**src/rtl/speicher_arbiter_pkg.sv**
```systemverilog
// Shared constants for the RAM arbiter: FSM encoding, requester IDs, I/O window helper.
package speicher_arbiter_pkg;

  // Access sequencer states
  localparam logic [1:0] LEERLAUF  = 2'd0;
  localparam logic [1:0] ANSTOSS   = 2'd1;
  localparam logic [1:0] WARTEN    = 2'd2;
  // Only reachable when the LED I/O window is built in
  localparam logic [1:0] IO_FERTIG = 2'd3;

  // Requester IDs, also the bit positions in the request/grant vectors
  localparam logic HOLEN = 1'b0;
  localparam logic DATEN = 1'b1;

  localparam int unsigned LED_BREITE = 8;

  // Data-side address bit that selects the I/O window
  function automatic int unsigned io_bit(input int unsigned adrbreite);
    return adrbreite - 1;
  endfunction

endpackage

```
**src/rtl/speicher_arbiter_rr_arbiter2.sv**
```systemverilog
// Two-way round-robin arbiter. Grant is combinational from the requests; the last
// winner is remembered so that a tie goes to the other requester.
module speicher_arbiter_rr_arbiter2
  import speicher_arbiter_pkg::*;
(
  input  logic       i_clk,
  input  logic       i_reset,
  input  logic [1:0] i_req,
  input  logic       i_enable,
  output logic [1:0] o_grant
);

  logic       r_letzter;
  logic [1:0] w_grant;

  // One-hot grant; a tie goes to whoever did not win last time
  always_comb begin
    w_grant = 2'b00;
    if (i_enable) begin
      if (i_req == 2'b11) begin
        w_grant[DATEN] = (r_letzter == HOLEN);
        w_grant[HOLEN] = (r_letzter == DATEN);
      end else begin
        w_grant = i_req;
      end
    end
  end

  // Remember the most recent winner; after reset data wins the first tie
  always_ff @(posedge i_clk) begin
    if (i_reset) begin
      r_letzter <= HOLEN;
    end else if (w_grant[DATEN]) begin
      r_letzter <= DATEN;
    end else if (w_grant[HOLEN]) begin
      r_letzter <= HOLEN;
    end
  end

  assign o_grant = w_grant;

endmodule

```
**src/rtl/speicher_arbiter.sv**
```systemverilog
// Shares one single-port RAM between instruction fetch and the load/store unit.
// Each access: grant + strobe, one strobe cycle, then wait for the RAM flag.
// Optional feature macro: SPEICHER_IO_LED_EN (data addresses with the MSB set
// address an 8-bit LED register instead of the RAM).
module speicher_arbiter
  import speicher_arbiter_pkg::*;
#(
  parameter int unsigned WORDSIZE  = 32,
  parameter int unsigned WORDS     = 32,
  parameter int unsigned ADRBREITE = 32
) (
  input  logic                     i_Clock,
  input  logic                     i_Reset,
  input  logic                     i_HolenAn,
  input  logic [ADRBREITE-1:0]     i_HolenAdresse,
  output logic [WORDSIZE-1:0]      o_HolenDaten,
  output logic                     o_HolenBereit,
  input  logic                     i_LadenAn,
  input  logic                     i_SpeichernAn,
  input  logic [ADRBREITE-1:0]     i_DatenAdresse,
  input  logic [WORDSIZE-1:0]      i_DatenSchreiben,
  output logic [WORDSIZE-1:0]      o_DatenLesen,
  output logic                     o_DatenFertig,
  output logic                     o_RamLesenAn,
  output logic                     o_RamSchreibenAn,
  output logic [$clog2(WORDS)-1:0] o_RamAdresse,
  output logic [WORDSIZE-1:0]      o_RamDatenRein,
  input  logic [WORDSIZE-1:0]      i_RamDatenRaus,
  input  logic                     i_RamDatenBereit,
  input  logic                     i_RamDatenGeschrieben
`ifdef SPEICHER_IO_LED_EN
  ,
  output logic [LED_BREITE-1:0]    o_Leds
`endif
);

  localparam int unsigned RAB = $clog2(WORDS);

  logic [1:0]          r_zustand;
  logic                r_ist_daten;
  logic                r_ist_schreiben;
  logic [WORDSIZE-1:0] r_holen_daten;
  logic                r_holen_bereit;
  logic [WORDSIZE-1:0] r_daten_lesen;
  logic                r_daten_fertig;
  logic                r_ram_lesen;
  logic                r_ram_schreiben;
  logic [RAB-1:0]      r_ram_adresse;
  logic [WORDSIZE-1:0] r_ram_daten_rein;

  logic [1:0] w_req;
  logic [1:0] w_grant;
  logic       w_ram_flag;
  logic       w_unused;

  // Address bits above the RAM depth are dropped (wrap-around)
  assign w_unused = ^{i_HolenAdresse[ADRBREITE-1:RAB], i_DatenAdresse[ADRBREITE-1:RAB]};

  assign w_req[HOLEN] = i_HolenAn;
  assign w_req[DATEN] = i_LadenAn | i_SpeichernAn;

  // The completion flag that matters depends on the kind of access in flight
  assign w_ram_flag = r_ist_schreiben ? i_RamDatenGeschrieben : i_RamDatenBereit;

  speicher_arbiter_rr_arbiter2 u_rr (
    .i_clk    (i_Clock),
    .i_reset  (i_Reset),
    .i_req    (w_req),
    .i_enable (r_zustand == LEERLAUF),
    .o_grant  (w_grant)
  );

`ifdef SPEICHER_IO_LED_EN
  localparam int unsigned IO_BIT = io_bit(ADRBREITE);
  logic [LED_BREITE-1:0] r_leds;
  logic                  w_io;

  assign w_io   = i_DatenAdresse[IO_BIT];
  assign o_Leds = r_leds;

  // LED register: written at grant time of an I/O store
  always_ff @(posedge i_Clock) begin
    if (i_Reset) begin
      r_leds <= '0;
    end else if (w_grant[DATEN] && w_io && i_SpeichernAn) begin
      r_leds <= i_DatenSchreiben[LED_BREITE-1:0];
    end
  end
`else
  logic w_io;
  assign w_io = 1'b0;
`endif

  // Access sequencer: grant/latch in LEERLAUF, one strobe cycle, wait for RAM flag
  always_ff @(posedge i_Clock) begin
    if (i_Reset) begin
      r_zustand        <= LEERLAUF;
      r_ist_daten      <= 1'b0;
      r_ist_schreiben  <= 1'b0;
      r_holen_daten    <= '0;
      r_holen_bereit   <= 1'b0;
      r_daten_lesen    <= '0;
      r_daten_fertig   <= 1'b0;
      r_ram_lesen      <= 1'b0;
      r_ram_schreiben  <= 1'b0;
      r_ram_adresse    <= '0;
      r_ram_daten_rein <= '0;
    end else begin
      r_holen_bereit <= 1'b0;
      r_daten_fertig <= 1'b0;
      case (r_zustand)
        LEERLAUF: begin
          if (w_grant[DATEN]) begin
            r_ist_daten     <= 1'b1;
            // Load and store together count as a store
            r_ist_schreiben <= i_SpeichernAn;
            if (w_io) begin
              r_zustand <= IO_FERTIG;
            end else begin
              r_ram_adresse    <= i_DatenAdresse[RAB-1:0];
              r_ram_daten_rein <= i_DatenSchreiben;
              r_ram_lesen      <= ~i_SpeichernAn;
              r_ram_schreiben  <= i_SpeichernAn;
              r_zustand        <= ANSTOSS;
            end
          end else if (w_grant[HOLEN]) begin
            r_ist_daten     <= 1'b0;
            r_ist_schreiben <= 1'b0;
            r_ram_adresse   <= i_HolenAdresse[RAB-1:0];
            r_ram_lesen     <= 1'b1;
            r_zustand       <= ANSTOSS;
          end
        end
        ANSTOSS: begin
          r_ram_lesen     <= 1'b0;
          r_ram_schreiben <= 1'b0;
          r_zustand       <= WARTEN;
        end
        WARTEN: begin
          if (w_ram_flag) begin
            if (r_ist_daten) begin
              r_daten_fertig <= 1'b1;
              if (!r_ist_schreiben) r_daten_lesen <= i_RamDatenRaus;
            end else begin
              r_holen_bereit <= 1'b1;
              r_holen_daten  <= i_RamDatenRaus;
            end
            r_zustand <= LEERLAUF;
          end
        end
`ifdef SPEICHER_IO_LED_EN
        IO_FERTIG: begin
          r_daten_fertig <= 1'b1;
          if (!r_ist_schreiben) begin
            r_daten_lesen <= {{(WORDSIZE - LED_BREITE){1'b0}}, r_leds};
          end
          r_zustand <= LEERLAUF;
        end
`endif
        default: r_zustand <= LEERLAUF;
      endcase
    end
  end

  assign o_HolenDaten     = r_holen_daten;
  assign o_HolenBereit    = r_holen_bereit;
  assign o_DatenLesen     = r_daten_lesen;
  assign o_DatenFertig    = r_daten_fertig;
  assign o_RamLesenAn     = r_ram_lesen;
  assign o_RamSchreibenAn = r_ram_schreiben;
  assign o_RamAdresse     = r_ram_adresse;
  assign o_RamDatenRein   = r_ram_daten_rein;

endmodule

```
**config.mk**
```make
export PLATFORM = sky130hd
export DESIGN_NAME = speicher_arbiter
export DESIGN_NICKNAME = d
export VERILOG_FILES = /design/src/rtl/speicher_arbiter_pkg.sv /design/src/rtl/speicher_arbiter_rr_arbiter2.sv /design/src/rtl/speicher_arbiter.sv
export SDC_FILE = /design/constraint.sdc
export NUM_CORES = 1
export LEC_CHECK = 0
export ABC_AREA = 1
export BUFFER_PORTS_ARGS = -buffer_cell sky130_fd_sc_hd__buf_4
export CELL_PAD_IN_SITES_DETAIL_PLACEMENT = 0
export CELL_PAD_IN_SITES_GLOBAL_PLACEMENT = 2
export CORE_MARGIN = 1.5
export CORE_UTILIZATION = 25
export DETAILED_ROUTE_END_ITERATION = 16
export HOLD_SLACK_MARGIN = 0.08
export PLACE_DENSITY_LB_ADDON = 0.1
export SYNTH_ARGS = -nofsm -noshare
export SYNTH_HDL_FRONTEND = slang
export SYNTH_SLANG_ARGS = --single-unit
```
**constraint.sdc**
```tcl
create_clock -name i_Clock -period 2.3 [get_ports i_Clock]
set_clock_uncertainty 0.05 [all_clocks]
set_input_delay 0.46 -clock i_Clock [delete_from_list [all_inputs] [get_ports i_Clock]]
set_output_delay 0.46 -clock i_Clock [all_outputs]
set_load 0.02 [all_outputs]
```
==> flow_summary.yaml <==
critical_path:
  path_cells: "inv_2 > nor2_4 > buf_4 > nand4_1 > a21oi_1"
  worst_ep_required_time_ns: 2.53
  crit_path_top_delay_cell: "buf_4"
  rrSetupSlack_ns: 0.70
  critPathArrivalTime_ns: 1.83
  path_buf_inv: 2
  worstSetupPathType: "register to register"
  r2r-start: "r_zustand[1]"
  startpoint: "r_zustand[1]"
  worst-r2r-cell-count: 5
  crit_path_end: "o_DatenLesen[7]"
  cp_max_fo: 54
  max_stage_delay_ns: 0.51
  cp-end-kind: "register"
  r2r-end: "o_DatenLesen[7]"
  cp_num_cells: 5
  crit_family: "buffers and inverters"
  crit_path_start_kind: "register"
finish:
  syn2layout_area_growth_pct: 42.5
  final_nets: 816
  stdcell_area_mm2: 0.00601
  final_core_utilization_pct: 36.4
  fillers: 1774
  num_antenna_cells: 0
  drive_gt1_share_pct: 31.9
placement:
  pre_cts_slack_ns: 0.619
  place_hpwl_um: 8780
  gp_congestion: 0.710
  placed_cell_area_mm2: 0.00573
  numPortBuffers: 185
floorplan:
  io_pins: 240
  rows: 47
  die_w_um: 133
  dieHeight_um: 133
  start_util_pct: 25.5
  design.core.area_mm2: 0.0165
  die_area_mm2: 0.0176
sta:
  finalSetupViolations: 0
  setup_ws_ns: 0.696
  finalMaxSlewViolations: 0
  max_freq_ghz: 0.623
  rsz0062_at_grt: "false"
  tns_ns: 0
  period_needed_ns: 1.60
  final.period_utilization_pct: 69.8
  hold_viol: 0
  slew_headroom_pct: 60.8
  finalHoldWorstSlack_ns: 0.318
  tightest_slew_ns: 0.587
clocking:
  cts_resized: 0
  cts_buffer_depth: 2
  cts-hold-fix-buffers: 0
  htree_levels: 3
  clkLatencyLatePin_ns: 0.35
  clockRootBuffer: "clkbuf_16"
  cts_buffers: 9
  cts_tree: "done"
  cts_setup_buffers: 0
  cts_sinks: 110
  path_clk_slew_ns: 0.07
yosys:
  yosys-top-cells-count: "dfxtp_1 (110), a21oi_1 (107), nand2_1 (86)"
  synth.most_common_cell: "dfxtp_1"
  ys_seq_area_share_pct: 52.2
  syn_nets: 655
  synth.top_cell.area_share_pct: 52.2
  synth_cell_types: 18
  netlist_instances: 520
  avgSynthCellArea_um2: 8.11
  yosys_warnings: 0
  post-synth-top-area-cell: "dfxtp_1"
  synth-seq-cells: 110
  synthesis.area_mm2: 0.00422
  ys.flop_type: "dfxtp_1"
  synth_edf_count: 0
  synth-async-reset-ratio_pct: 0
  ys_top_cells_by_area: "dfxtp_1 (52%), a21oi_1 (13%), nand4_1 (10%)"
detailed_routing:
  firstDrtPassIters: 4
  drt_iter0_markers: 207
  viasPerCell: 4.52
  drc: 0
  routedWlPerCell_um: 14.7
  num_vias: 4098
  wirelength_um: 13300
  ant_nets: 0
global_route:
  grt_start_max_net_pins: 73
  antenna_found_initial: 0
  track_usage_pct: 14.8
  grt_pass1_vias: 3894
  grt_pass1_wl_um: 20500
  gr-total-overflow: 0
power:
  p_seq_share_pct: 46.4
  pwr-share-clk_pct: 33.1
  switching_share_pct: 30.3
  pwr_density_cell_mw_per_mm2: 754
  p_int_uw: 3160
  comb_power_share_pct: 20.6
  power.switching_uw: 1370
  ir_drop_mv: 0.358
  leakage_uw: 0.00253
status:
  status: "complete, no violations"
flow_run:
  cap_violations: 0
hold_path:
  hp-class: "input port to register"
  hp-start: "i_DatenSchreiben[3]"
-- final cells by class --
| class | count | area (um^2) | area share, % |
|---|---|---|---|
| Clock buffer | 11 | 243 | 4.04 |
| Clock inverter | 5 | 33.8 | 0.562 |
| Inverter | 50 | 188 | 3.12 |
| Multi-Input combinational cell | 314 | 1570 | 26.1 |
| Sequential cell | 110 | 2200 | 36.7 |
| Tap cell | 220 | 275 | 4.58 |
| Timing Repair Buffer | 196 | 1500 | 24.9 |
-- cell usage in the layout, fill, tap and decap left out, drive strengths merged, types with 7 or more instances in the layout --
master / Yosys / final
nand2: 87 / 87
a21oi: 107 / 107
o21ai: 32 / 32
nand4: 69 / 69
nor2: 7 / 7
buf: 32 / 196
nand3: 12 / 12
inv: 50 / 51
clkbuf: 14 / 11
dfxtp: 110 / 110
-- tightest hold or removal path, cell delays in order --
cell	delay [ns]
buf_4	0.08
o21ai_1	0.05
a21oi_1	0.09
-- how the worst min path moves through the flow --
stage / endpoint / slack, ns / depth (start not counted)
CTS: o_RamDatenRein[3] / 0.30 / 3
floorplan: u_rr.r_letzter / 0.39 / 2
global route: o_RamDatenRein[3] / 0.31 / 3
detailed placement: o_RamDatenRein[8] / 0.39 / 2
global placement: o_RamDatenRein[18] / 0.38 / 2
finish: o_RamDatenRein[3] / 0.32 / 3
-- metal layers --
metal / routed length, um / global-route usage [%] / share of wire [%]
met1: 6380 / 19.4 / 48
met2: 5960 / 23.1 / 45
met3: 749 / 3.95 / 5.6
met4: 232 / 5.92 / 1.7
met5: 0 / 0 / 0
-- sequential cells by signal (all words and copies together), names as in the netlist --
name	count
o_DatenLesen	32
r_ist_daten	1
o_RamDatenRein	32
o_RamLesenAn	1
o_HolenDaten	32
r_ist_schreiben	1
o_HolenBereit	1
o_RamSchreibenAn	1
o_RamAdresse	5
r_zustand	2
u_rr.r_letzter	1
o_DatenFertig	1
-- power groups by stage --
stage	clock, uW	sequential [uW]	combinational (uW)
final	1500	2100	932
after global routing	1630	2120	1020
after CTS	1570	2100	946
after detailed placement	0	2140	945
after global placement	0	2140	937
after floorplan	0	2280	405
-- through the flow --
stage	total power [uW]	std cells
5_1_grt	4770	906
3_5_place_dp	3090	890
3_3_place_gp	3080	890
4_1_cts	4610	906
2_1_floorplan	2690	520
6_report	4530	906
-- cell families after synthesis --
kind of cell	Yosys count	share of synthesized area, %
AO/OA/AOI/OAI	139	16.5
buffers and inverters	96	10.5
flip-flops	110	52.2
AND/OR/NAND/NOR	175	20.7
No activity file was read; power rests on OpenSTA's default activity.
